File: config.mk
export PLATFORM = sky130hd
export DESIGN_NAME = button_conditioner
export DESIGN_NICKNAME = d
export VERILOG_FILES = /design/src/rtl/button_conditioner.sv
export SDC_FILE = /design/constraint.sdc
export NUM_CORES = 1
export LEC_CHECK = 0
export BUFFER_PORTS_ARGS = -buffer_cell sky130_fd_sc_hd__buf_4
export CORE_MARGIN = 2
export CORE_UTILIZATION = 45
export CTS_CLUSTER_SIZE = 25
export DETAILED_ROUTE_END_ITERATION = 8
export RECOVER_POWER = 100
export SLEW_MARGIN = 20
export SYNTH_ARGS = -nofsm -noshare
export SYNTH_HDL_FRONTEND = slang
export SYNTH_SLANG_ARGS = --single-unit
export TNS_END_PERCENT = 50
File: constraint.sdc
create_clock -name clk -period 2.9 [get_ports clk]
set_clock_uncertainty 0.1 [all_clocks]
set_input_delay 0.58 -clock clk [delete_from_list [all_inputs] [get_ports clk]]
set_output_delay 0.58 -clock clk [all_outputs]
set_load 0.02 [all_outputs]
File: src/rtl/button_conditioner.sv
// Push-button conditioner: two-flop synchroniser, shared sample tick, saturating debounce
// counter and rising-edge pulse per channel. Define BUTTON_TOGGLE_EN to add the toggle output.
module button_conditioner #(
  parameter int WIDTH          = 4,
  parameter int SAMPLE_CNT_MAX = 25000,
  parameter int PULSE_CNT_MAX  = 150
) (
  input  logic             clk,
  input  logic             rst,
  input  logic [WIDTH-1:0] in,
  output logic [WIDTH-1:0] out
`ifdef BUTTON_TOGGLE_EN
  ,
  output logic [WIDTH-1:0] toggle
`endif
);

  localparam int SW = (SAMPLE_CNT_MAX > 1) ? $clog2(SAMPLE_CNT_MAX) : 1;
  localparam int CW = $clog2(PULSE_CNT_MAX + 1);
  localparam logic [SW-1:0] SAMPLE_LAST = SW'(SAMPLE_CNT_MAX - 1);
  localparam logic [CW-1:0] PULSE_TOP   = CW'(PULSE_CNT_MAX);

  logic [WIDTH-1:0] sync1;
  logic [WIDTH-1:0] sync2;
  logic [WIDTH-1:0] stable;
  logic [WIDTH-1:0] stable_q;
  logic [SW-1:0]    sample_cnt;
  logic             tick;

  always_ff @(posedge clk) begin
    if (rst) begin
      sync1 <= '0;
      sync2 <= '0;
    end else begin
      sync1 <= in;
      sync2 <= sync1;
    end
  end

  // With SAMPLE_CNT_MAX = 1 the counter sits at 0 and tick is permanently high.
  assign tick = (sample_cnt == SAMPLE_LAST);

  always_ff @(posedge clk) begin
    if (rst || tick) sample_cnt <= '0;
    else             sample_cnt <= sample_cnt + SW'(1);
  end

  for (genvar i = 0; i < WIDTH; i++) begin : g_ch
    logic [CW-1:0] cnt;

    // Any low sample discards progress, so a bounce restarts qualification.
    always_ff @(posedge clk) begin
      if (rst || !sync2[i])                cnt <= '0;
      else if (tick && (cnt != PULSE_TOP)) cnt <= cnt + CW'(1);
    end

    assign stable[i] = (cnt == PULSE_TOP);
  end

  always_ff @(posedge clk) begin
    if (rst) stable_q <= '0;
    else     stable_q <= stable;
  end

  assign out = stable & ~stable_q;

`ifdef BUTTON_TOGGLE_EN
  always_ff @(posedge clk) begin
    if (rst) toggle <= '0;
    else     toggle <= toggle ^ out;
  end
`endif

endmodule

# Yosys cells after proc, flatten, opt, wreduce, memory -nomap -nowiden
# Cells that the tools add are included.
dict set report op_classes {
  add_sub_neg 5
  eq_ne 9
  n_reduce_logical 13
  n_bitwise 2
}
# op n
set op_table {}
lappend op_table {{$add A8 B1 Y8 const B} 4}
lappend op_table {{$eq A8 B8 Y1 const B} 4}
lappend op_table {{$ne A8 B8 Y1 const B} 4}
lappend op_table {{$add A15 B1 Y15 const B} 1}
lappend op_table {{$eq A15 B15 Y1 const B} 1}
lappend op_table {{$logic_or A1 B1 Y1} 5}
lappend op_table {{$and A4 B4 Y4} 1}
lappend op_table {{$logic_and A1 B1 Y1} 4}
lappend op_table {{$logic_not A1 Y1} 4}
lappend op_table {{$not A4 Y4} 1}
dict set report totals {
  out_inout_bits 4
  inputBits 6
  word_cells 37
  register_bits 59
}

# Logic depth before layout (Yosys ltp)
# Gate-level depths: netlist of run 1.
dict set report logic_depth {
  word_depth 2
  ltp_mapped 8
  depth_no_buf 6
}

# Least setup slack after synthesis of run 1
# No wires, ideal clock.
dict set report synth_timing {
  path_kind {register to register}
  startpoint {reg sample_cnt[4]}
  endpoint {reg g_ch[0].cnt[5]}
  path_stages_with_launch 7
  setup_slack_ns 0.502
  t_arrival_ns 2.227
  n_path_buf 2
  t_required_ns 2.730
  setup_time_ns 0.070
  period_less_slack_ns 2.398
  cell_sequence {dfxtp_1 or4bb_1 or4_4 buf_6 buf_6 or4_1 a21oi_1}
}
dict set report synth_between {
  elab_chain_len 2
}
# element line_no
set synth_lines {}
lappend synth_lines {{start, declared} 27} ;# logic [SW-1:0] sample_cnt;
lappend synth_lines {{start signal, assigned} 45} ;# else sample_cnt <= sample_cnt + SW'(1);
lappend synth_lines {{$eq A15 B15 Y1} 41} ;# assign tick = (sample_cnt == SAMPLE_LAST);
lappend synth_lines {{$logic_and A1 B1 Y1} 54} ;# else if (tick && (cnt != PULSE_TOP)) cnt <= cnt + CW'(1);
lappend synth_lines {{end signal, assigned} 54}
lappend synth_lines {{end, declared} 49} ;# logic [CW-1:0] cnt;
# Every way passes these cells.
# A chain may end at the register's enable or synchronous reset.

# Final worst setup path of run 1
dict set report layout_timing {
  startpoint {reg g_ch[3].cnt[0]}
  endpoint {out out[3]}
}
dict set report layout_between {
  elab_chain_len 2
}
# element line_no
set layout_lines {}
lappend layout_lines {{start, declared} 49}
lappend layout_lines {{start signal, assigned} 54}
lappend layout_lines {{$eq A8 B8 Y1} 57} ;# assign stable[i] = (cnt == PULSE_TOP);
lappend layout_lines {{$and A4 B4 Y4} 65} ;# assign out = stable & ~stable_q;
lappend layout_lines {{end, declared} 11} ;# output logic [WIDTH-1:0] out
# Every way passes these cells.

==> flow_summary.yaml, run 1 <==
drt:
  detail_route.first_pass.iterations: 4
  drt_iter0_markers: 68
  route.detailed.wl_per_inst_um: 12.6
  via_per_inst: 5.46
  drt_drc_violations_left: 0
  vias: 2135
  routed_wl_mm: 4.91
  route.antenna.remaining_nets: 0
timing:
  fmaxAchievable_mhz: 371
  timing_max_transition_violations_final: 0
  fin_tns_setup_ps: 0
  number_of_hold_slack_violations_in_the_final_timing_report: 0
  post_layout_minimum_cycle_time_ps: 2700
  finalCritPeriodShare_pct: 92.9
  worst_slew_pin_slew_ps: 792
  rsz_0062_raised_after_global_routing: "false"
  hold_slack_ps: 345
  slew_headroom_pct: 47.2
  setup_viol_count_final: 0
clock_network:
  cts_hold_buf: 0
  cts_repair_resize_count: 0
  clock_latency_of_the_later_clocked_register_in_the_worst_skew_pair_ps: 320
  cts_tree: "done"
  ctsLongestPathBuffers: 2
  h-tree-depth: 3
  cts-root-buf: "sky130_fd_sc_hd__clkbuf_8"
  post-cts-setup-buffers: 0
  cts_num_sinks: 59
  clkSlewWorstSetupHoldPaths_ps: 60
  cts_buffers: 9
power_and_ir_drop:
  power_switching_share_pct: 20.9
  worst_case_vdd_ir_drop_v: 0.000370
  p_leak_uw: 0.000877
  power.internal_uw: 1200
  p_clk_share_pct: 44.1
  power-per-cell-area_nw_per_um2: 519
  power.net_switching_uw: 317
  power.combinational.fraction_pct: 1.7
  fraction_of_power_consumed_by_sequential_logic_pct: 54.1
cells_and_area:
  multiInputGateArea_um2: 1380
  drive_above_1_share_pct: 7.59
  num_antenna_cells: 0
  synthToLayoutAreaGrowth_pct: 9.74
  nNetsFinal: 327
  seq_area_um2: 1180
  fillers: 577
worst_hold_path:
  hold_class: "reg -> reg"
synthesis:
  synth.top_cell.area_share_pct: 44.2
  number_of_enable_flip_flop_cells_after_synthesis: 0
  yosys-top-cells-area: "sky130_fd_sc_hd__dfxtp_1 (44%), sky130_fd_sc_hd__a21oi_1 (5.8%), sky130_fd_sc_hd__o31ai_1 (5.3%), sky130_fd_sc_hd__or4_1 (5.3%), sky130_fd_sc_hd__ha_1 (4.2%)"
  ys_warn_count: 0
  ys_seq_elements: 59
  synthDistinctLibCells: 34
  synth-seq-area-share_pct: 44.2
  synth_area_um2: 2670
  syn_area_per_cell_um2: 8.79
  async_sr_flop_fraction_pct: 0
  ys_dominant_reg_cell: "sky130_fd_sc_hd__dfxtp_1"
  yosys.area.top_type: "sky130_fd_sc_hd__dfxtp_1"
  synthCells: 304
  synthesis.nets: 319
global_routing:
  grt_max_degree: 45
  vias_in_the_first_global_route: 2112
  global_route_congestion_overflow_total: 0
  grt.total_usage_pct: 17.6
  grt_antenna_before_repair: 0
  grt_pass1_wl_mm: 8.97
critical_path:
  crit_path_max_incr_delay_ps: 680
  worst-endpoint-required_ps: 2220
  worst_path_max_delay_cell: "sky130_fd_sc_hd__or4b_2"
  cp_max_fo: 5
  path_class: "reg -> out"
  cp_data_arrival_time_ps: 2020
  worst_path_cell_chain: "inv_1 > ha_1 > nand4b_1 > or4b_2 > nor2_1 > clkbuf_2"
  cp_top_family: "simple AND/OR/NAND/NOR gates"
  endpoint_kind: "output pin"
  timing.critical_path.buf_inv: 2
  startpoint_type: "flop"
placed_design:
  detailed_place_hpwl_mm: 3.28
  io_buffers: 9
  globalplace.congestion: 0.792
floorplan:
  io_pins: 10
  rows: 28
  floorplan.die.width_um: 81.0
  start_util_pct: 45.9
  area_of_the_core_um2: 5820
  die_area_um2: 6570
  dieHeight_um: 81.0
job:
  maxCapViolations: 0
outcome:
  outcome: "completed"
==> power by group through the flow <==
stage	clock network, µW	logic [µW]	registers (µW)
3_3_place_gp	0	27.4	841
6_report	671	26.0	823
4_1_cts	696	27.4	823
5_1_grt	730	31.8	823
2_1_floorplan	0	18.0	840
3_5_place_dp	0	27.4	841
==> cell usage in the layout (no fill, tap or decap), types with 3 or more instances in the layout <==
cell	instances
sky130_fd_sc_hd__dfxtp_1	59
sky130_fd_sc_hd__a21oi_1	31
sky130_fd_sc_hd__nor2_1	29
sky130_fd_sc_hd__or4_1	19
sky130_fd_sc_hd__nand2_1	19
sky130_fd_sc_hd__o31ai_1	19
sky130_fd_sc_hd__nand3_1	17
sky130_fd_sc_hd__inv_1	12
sky130_fd_sc_hd__clkbuf_8	12
sky130_fd_sc_hd__xnor2_1	11
sky130_fd_sc_hd__ha_1	9
sky130_fd_sc_hd__nor2b_1	8
sky130_fd_sc_hd__nand4_1	7
sky130_fd_sc_hd__o21ai_0	7
sky130_fd_sc_hd__clkbuf_1	7
sky130_fd_sc_hd__nand4b_1	6
sky130_fd_sc_hd__nor3_1	6
sky130_fd_sc_hd__nand2b_1	5
sky130_fd_sc_hd__nor4_1	5
sky130_fd_sc_hd__buf_4	4
sky130_fd_sc_hd__or3_1	3
sky130_fd_sc_hd__a311oi_1	3
sky130_fd_sc_hd__and4_1	3
==> path summary, 6_finish.rpt <==
check | cells after the start | endpoint | slack [ps] | startpoint
setup / recovery | 6 | out[3] | 200 | g_ch[3].cnt[0]
hold / removal | 1 | sample_cnt[0] | 340 | sample_cnt[0]
setup reg to reg | 4 | g_ch[0].cnt[5] | 380 | sample_cnt[11]
hold reg to reg | 1 | sample_cnt[0] | 340 | sample_cnt[0]
==> state kept, by name, indices dropped and copies added (netlist names) <==
| register | flops |
|---|---|
| sample_cnt | 15 |
| g_ch.cnt | 32 |
| stable_q | 4 |
| sync2 | 4 |
| sync1 | 4 |
==> stage by stage <==
step / area, µm² / utilization, % / power, µW / setup WS (ps) / cells
3_3_place_gp: 2780 / 47.9 / 869 / 411 / 376
6_report: 2930 / 50.4 / 1520 / 205 / 391
3_5_place_dp: 2780 / 47.9 / 869 / 368 / 376
4_1_cts: 2960 / 50.9 / 1550 / 208 / 391
5_1_grt: 2930 / 50.4 / 1580 / 44.8 / 391
2_1_floorplan: 2670 / - / 858 / 502 / 304
==> layout make-up <==
class,instances,area share (%)
clock buffer,13,5.76
clock inverter,2,0.341
inverter,12,1.54
multi-input combinational,219,46.9
sequential,59,40.3
tap,75,3.20
timing repair buffer,11,1.96
==> logic make-up (layout without fill, tap and decap cells) <==
group,Yosys count,in the layout,share of synthesized area (%)
adders and majority gates,9,9,4.22
DFF,59,59,44.2
xor gates and xnor gates,13,13,4.26
buffers and inverters,26,38,4.31
AOI/OAI and AO/OA,62,62,14.1
muxes,1,1,0.422
and+or+nand+nor,134,134,28.5
==> metal layers <==
metal  vias to the layer above  wire [µm]  track usage (%)
met5                         -          0                0
met4                         0        108             11.0
met3                         8        114             3.89
met2                        18       2240             27.5
met1                       979       2450             21.8
li1                       1130          -                -
==> synthesized netlist by cell type, types with 3 or more instances <==
library cell,instances
sky130_fd_sc_hd__clkbuf_1,6
sky130_fd_sc_hd__nand3_1,17
sky130_fd_sc_hd__or3_1,3
sky130_fd_sc_hd__inv_1,12
sky130_fd_sc_hd__nand2b_1,5
sky130_fd_sc_hd__nand2_1,19
sky130_fd_sc_hd__o31ai_1,19
sky130_fd_sc_hd__ha_1,9
sky130_fd_sc_hd__o21ai_0,7
sky130_fd_sc_hd__and4_1,3
sky130_fd_sc_hd__nand4_1,7
sky130_fd_sc_hd__nor2_1,29
sky130_fd_sc_hd__buf_1,4
sky130_fd_sc_hd__a311oi_1,3
sky130_fd_sc_hd__xnor2_1,11
sky130_fd_sc_hd__nand4b_1,6
sky130_fd_sc_hd__nor4_1,5
sky130_fd_sc_hd__nor2b_1,8
sky130_fd_sc_hd__a21oi_1,31
sky130_fd_sc_hd__dfxtp_1,59
sky130_fd_sc_hd__nor3_1,6
sky130_fd_sc_hd__or4_1,19
No activity file was read; power rests on OpenSTA's default activity.
==> inputs of run 2 (changes only) <==
BUFFER_PORTS_ARGS = -buffer_cell sky130_fd_sc_hd__buf_2   (was -buffer_cell sky130_fd_sc_hd__buf_4)
==> run 2 against run 1 <==
Register-to-register slack got worse by 50 ps; maximum frequency fell by 1.6%; core utilization fell by 0.34 points; sequential power barely moved; total power fell by 1.1%; design area fell by 0.68%; non-clock buffer count fell by 1; critical path type unchanged; critical endpoint unchanged; largest cell class unchanged.
==> flow_summary.yaml, run 2 (synthesis gave the netlist of run 1 again) <==
critical_path:
  worst-endpoint-required_ps: 2220
  path_class: "reg -> out"
  crit-reg2reg-capture: "g_ch[0].cnt[3]"
  worst_path_max_delay_cell: "sky130_fd_sc_hd__or4b_2"
  crit_path_max_incr_delay_ps: 670
  worst_path_cell_chain: "ha_1 > nand4b_1 > or4b_2 > nor2_1 > clkbuf_2"
  endpoint_kind: "output pin"
  worst_r2r_path_depth: 5
  cp_max_fo: 5
  worst_r2r_startpoint: "sample_cnt[4]"
  reg2reg_setup_slack_ps: 330
  startpoint_type: "flop"
  cp_data_arrival_time_ps: 2060
drt:
  routed_wl_mm: 5.04
  vias: 2181
  drt_drc_violations_left: 0
  detail_route.first_pass.iterations: 4
  route.antenna.remaining_nets: 0
  drt_iter0_markers: 81
  route.detailed.wl_per_inst_um: 12.9
  via_per_inst: 5.58
cells_and_area:
  mostFrequentLayoutCells: "sky130_fd_sc_hd__dfxtp_1 (59), sky130_fd_sc_hd__a21oi_1 (31), sky130_fd_sc_hd__nor2_1 (29)"
  num_antenna_cells: 0
  final-instance-count-excl-fill: 391
  nNetsFinal: 326
  mostFrequentLayoutCell: "sky130_fd_sc_hd__dfxtp_1"
  synthToLayoutAreaGrowth_pct: 8.99
  largest_register_ffs: 32
  drive_above_1_share_pct: 7.28
  largestRegisters: "g_ch.cnt x32, sample_cnt x15"
  largest_register: "g_ch.cnt"
power_and_ir_drop:
  fraction_of_power_consumed_by_sequential_logic_pct: 54.8
  p_clk_share_pct: 43.6
  power_switching_share_pct: 21.3
  power.combinational.fraction_pct: 1.6
  power.internal_uw: 1180
  p_leak_uw: 0.000867
  power-per-cell-area_nw_per_um2: 516
  power_uw: 1500
  worst_case_vdd_ir_drop_v: 0.000300
  power.net_switching_uw: 320
timing:
  finalCritPeriodShare_pct: 94.4
  rsz_0062_raised_after_global_routing: "false"
  fin_tns_setup_ps: 0
  hold_slack_ps: 335
  timing.final.ws_setup_ps: 162
  fmaxAchievable_mhz: 365
  worst_slew_pin_slew_ps: 932
  setup_viol_count_final: 0
  timing_max_transition_violations_final: 0
  post_layout_minimum_cycle_time_ps: 2740
  number_of_hold_slack_violations_in_the_final_timing_report: 0
  slew_headroom_pct: 37.9
clock_network:
  clkSlewWorstSetupHoldPaths_ps: 60
  clock_latency_of_the_later_clocked_register_in_the_worst_skew_pair_ps: 330
  cts_buffers: 9
  cts_num_sinks: 59
  h-tree-depth: 3
  cts_hold_buf: 0
  post-cts-setup-buffers: 0
  cts_repair_resize_count: 0
  cts-root-buf: "sky130_fd_sc_hd__clkbuf_8"
  ctsLongestPathBuffers: 2
  cts_tree: "done"
worst_hold_path:
  worst_hold_startpoint: "sync1[2]"
  hold_class: "reg -> reg"
  whs_path_depth: 1
  holdPathEnd: "sync2[2]"
floorplan:
  floorplan.die.width_um: 81.0
  dieHeight_um: 81.0
  die_area_um2: 6570
  io_pins: 10
  start_util_pct: 45.9
  rows: 28
  area_of_the_core_um2: 5820
job:
  maxCapViolations: 0
placed_design:
  io_buffers: 9
  detailed_place_hpwl_mm: 3.34
  placed_instances: 375
  place_worst_setup_slack_ps: 361
  globalplace.congestion: 0.811
global_routing:
  grt_antenna_before_repair: 0
  vias_in_the_first_global_route: 2034
  global_route_congestion_overflow_total: 0
  grt.total_usage_pct: 17.4
  grt_max_degree: 45
  grt_pass1_wl_mm: 8.91
outcome:
  outcome: "completed"
## run 2: cell counts in the layout (fill, tap and decap cells not counted)
No cell type changed its count.
## run 2: final cells by class
cell class / instances / area [µm²]
clock buffer: 14 / 163
clock inverter: 2 / 10.0
fill: 583 / 2900
inverter: 12 / 45.0
multi-input combinational: 219 / 1380
sequential: 59 / 1180
tap: 75 / 93.8
timing repair buffer: 10 / 43.8
## run 2: critical path: cells and delay by family (launching register included)
family	cells	cell delay (ps)
adder cells (fa/ha/maj)	1	210
buffers and inverters	1	190
flip-flops	1	410
AND/OR/NAND/NOR	3	930
## run 2: per-stage QoR
| step | area [µm²] | util [%] |
|---|---|---|
| finish | 2910 | 50.1 |
| global route | 2910 | 50.1 |
| CTS | 2930 | 50.3 |
| detailed placement | 2750 | 47.4 |
| global placement | 2750 | 47.4 |
| floorplan | 2670 | - |
## run 2: how the worst max path moves through the flow
stage | start | to | cells past startpoint
floorplan | sample_cnt[4] | g_ch[0].cnt[5] | 6
global placement | sample_cnt[4] | g_ch[2].cnt[5] | 4
detailed placement | sample_cnt[4] | g_ch[1].cnt[5] | 4
CTS | g_ch[3].cnt[1] | out[3] | 5
global route | g_ch[3].cnt[0] | out[3] | 6
finish | g_ch[3].cnt[1] | out[3] | 5
## run 2: power groups by stage
stage / sequential (µW) / clock (µW) / combinational (µW)
2_1_floorplan: 840 / 0 / 18.0
3_3_place_gp: 841 / 0 / 25.4
3_5_place_dp: 841 / 0 / 25.3
4_1_cts: 823 / 683 / 25.5
5_1_grt: 823 / 706 / 30.0
6_report: 823 / 656 / 24.8
## run 2: metal layers
layer,vias up,share of wire (%),GRT usage [%]
met5,-,0,0
met4,0,2.5,10.2
met3,11,3.7,3.89
met2,41,45,28.0
met1,998,49,21.4
li1,1131,-,-
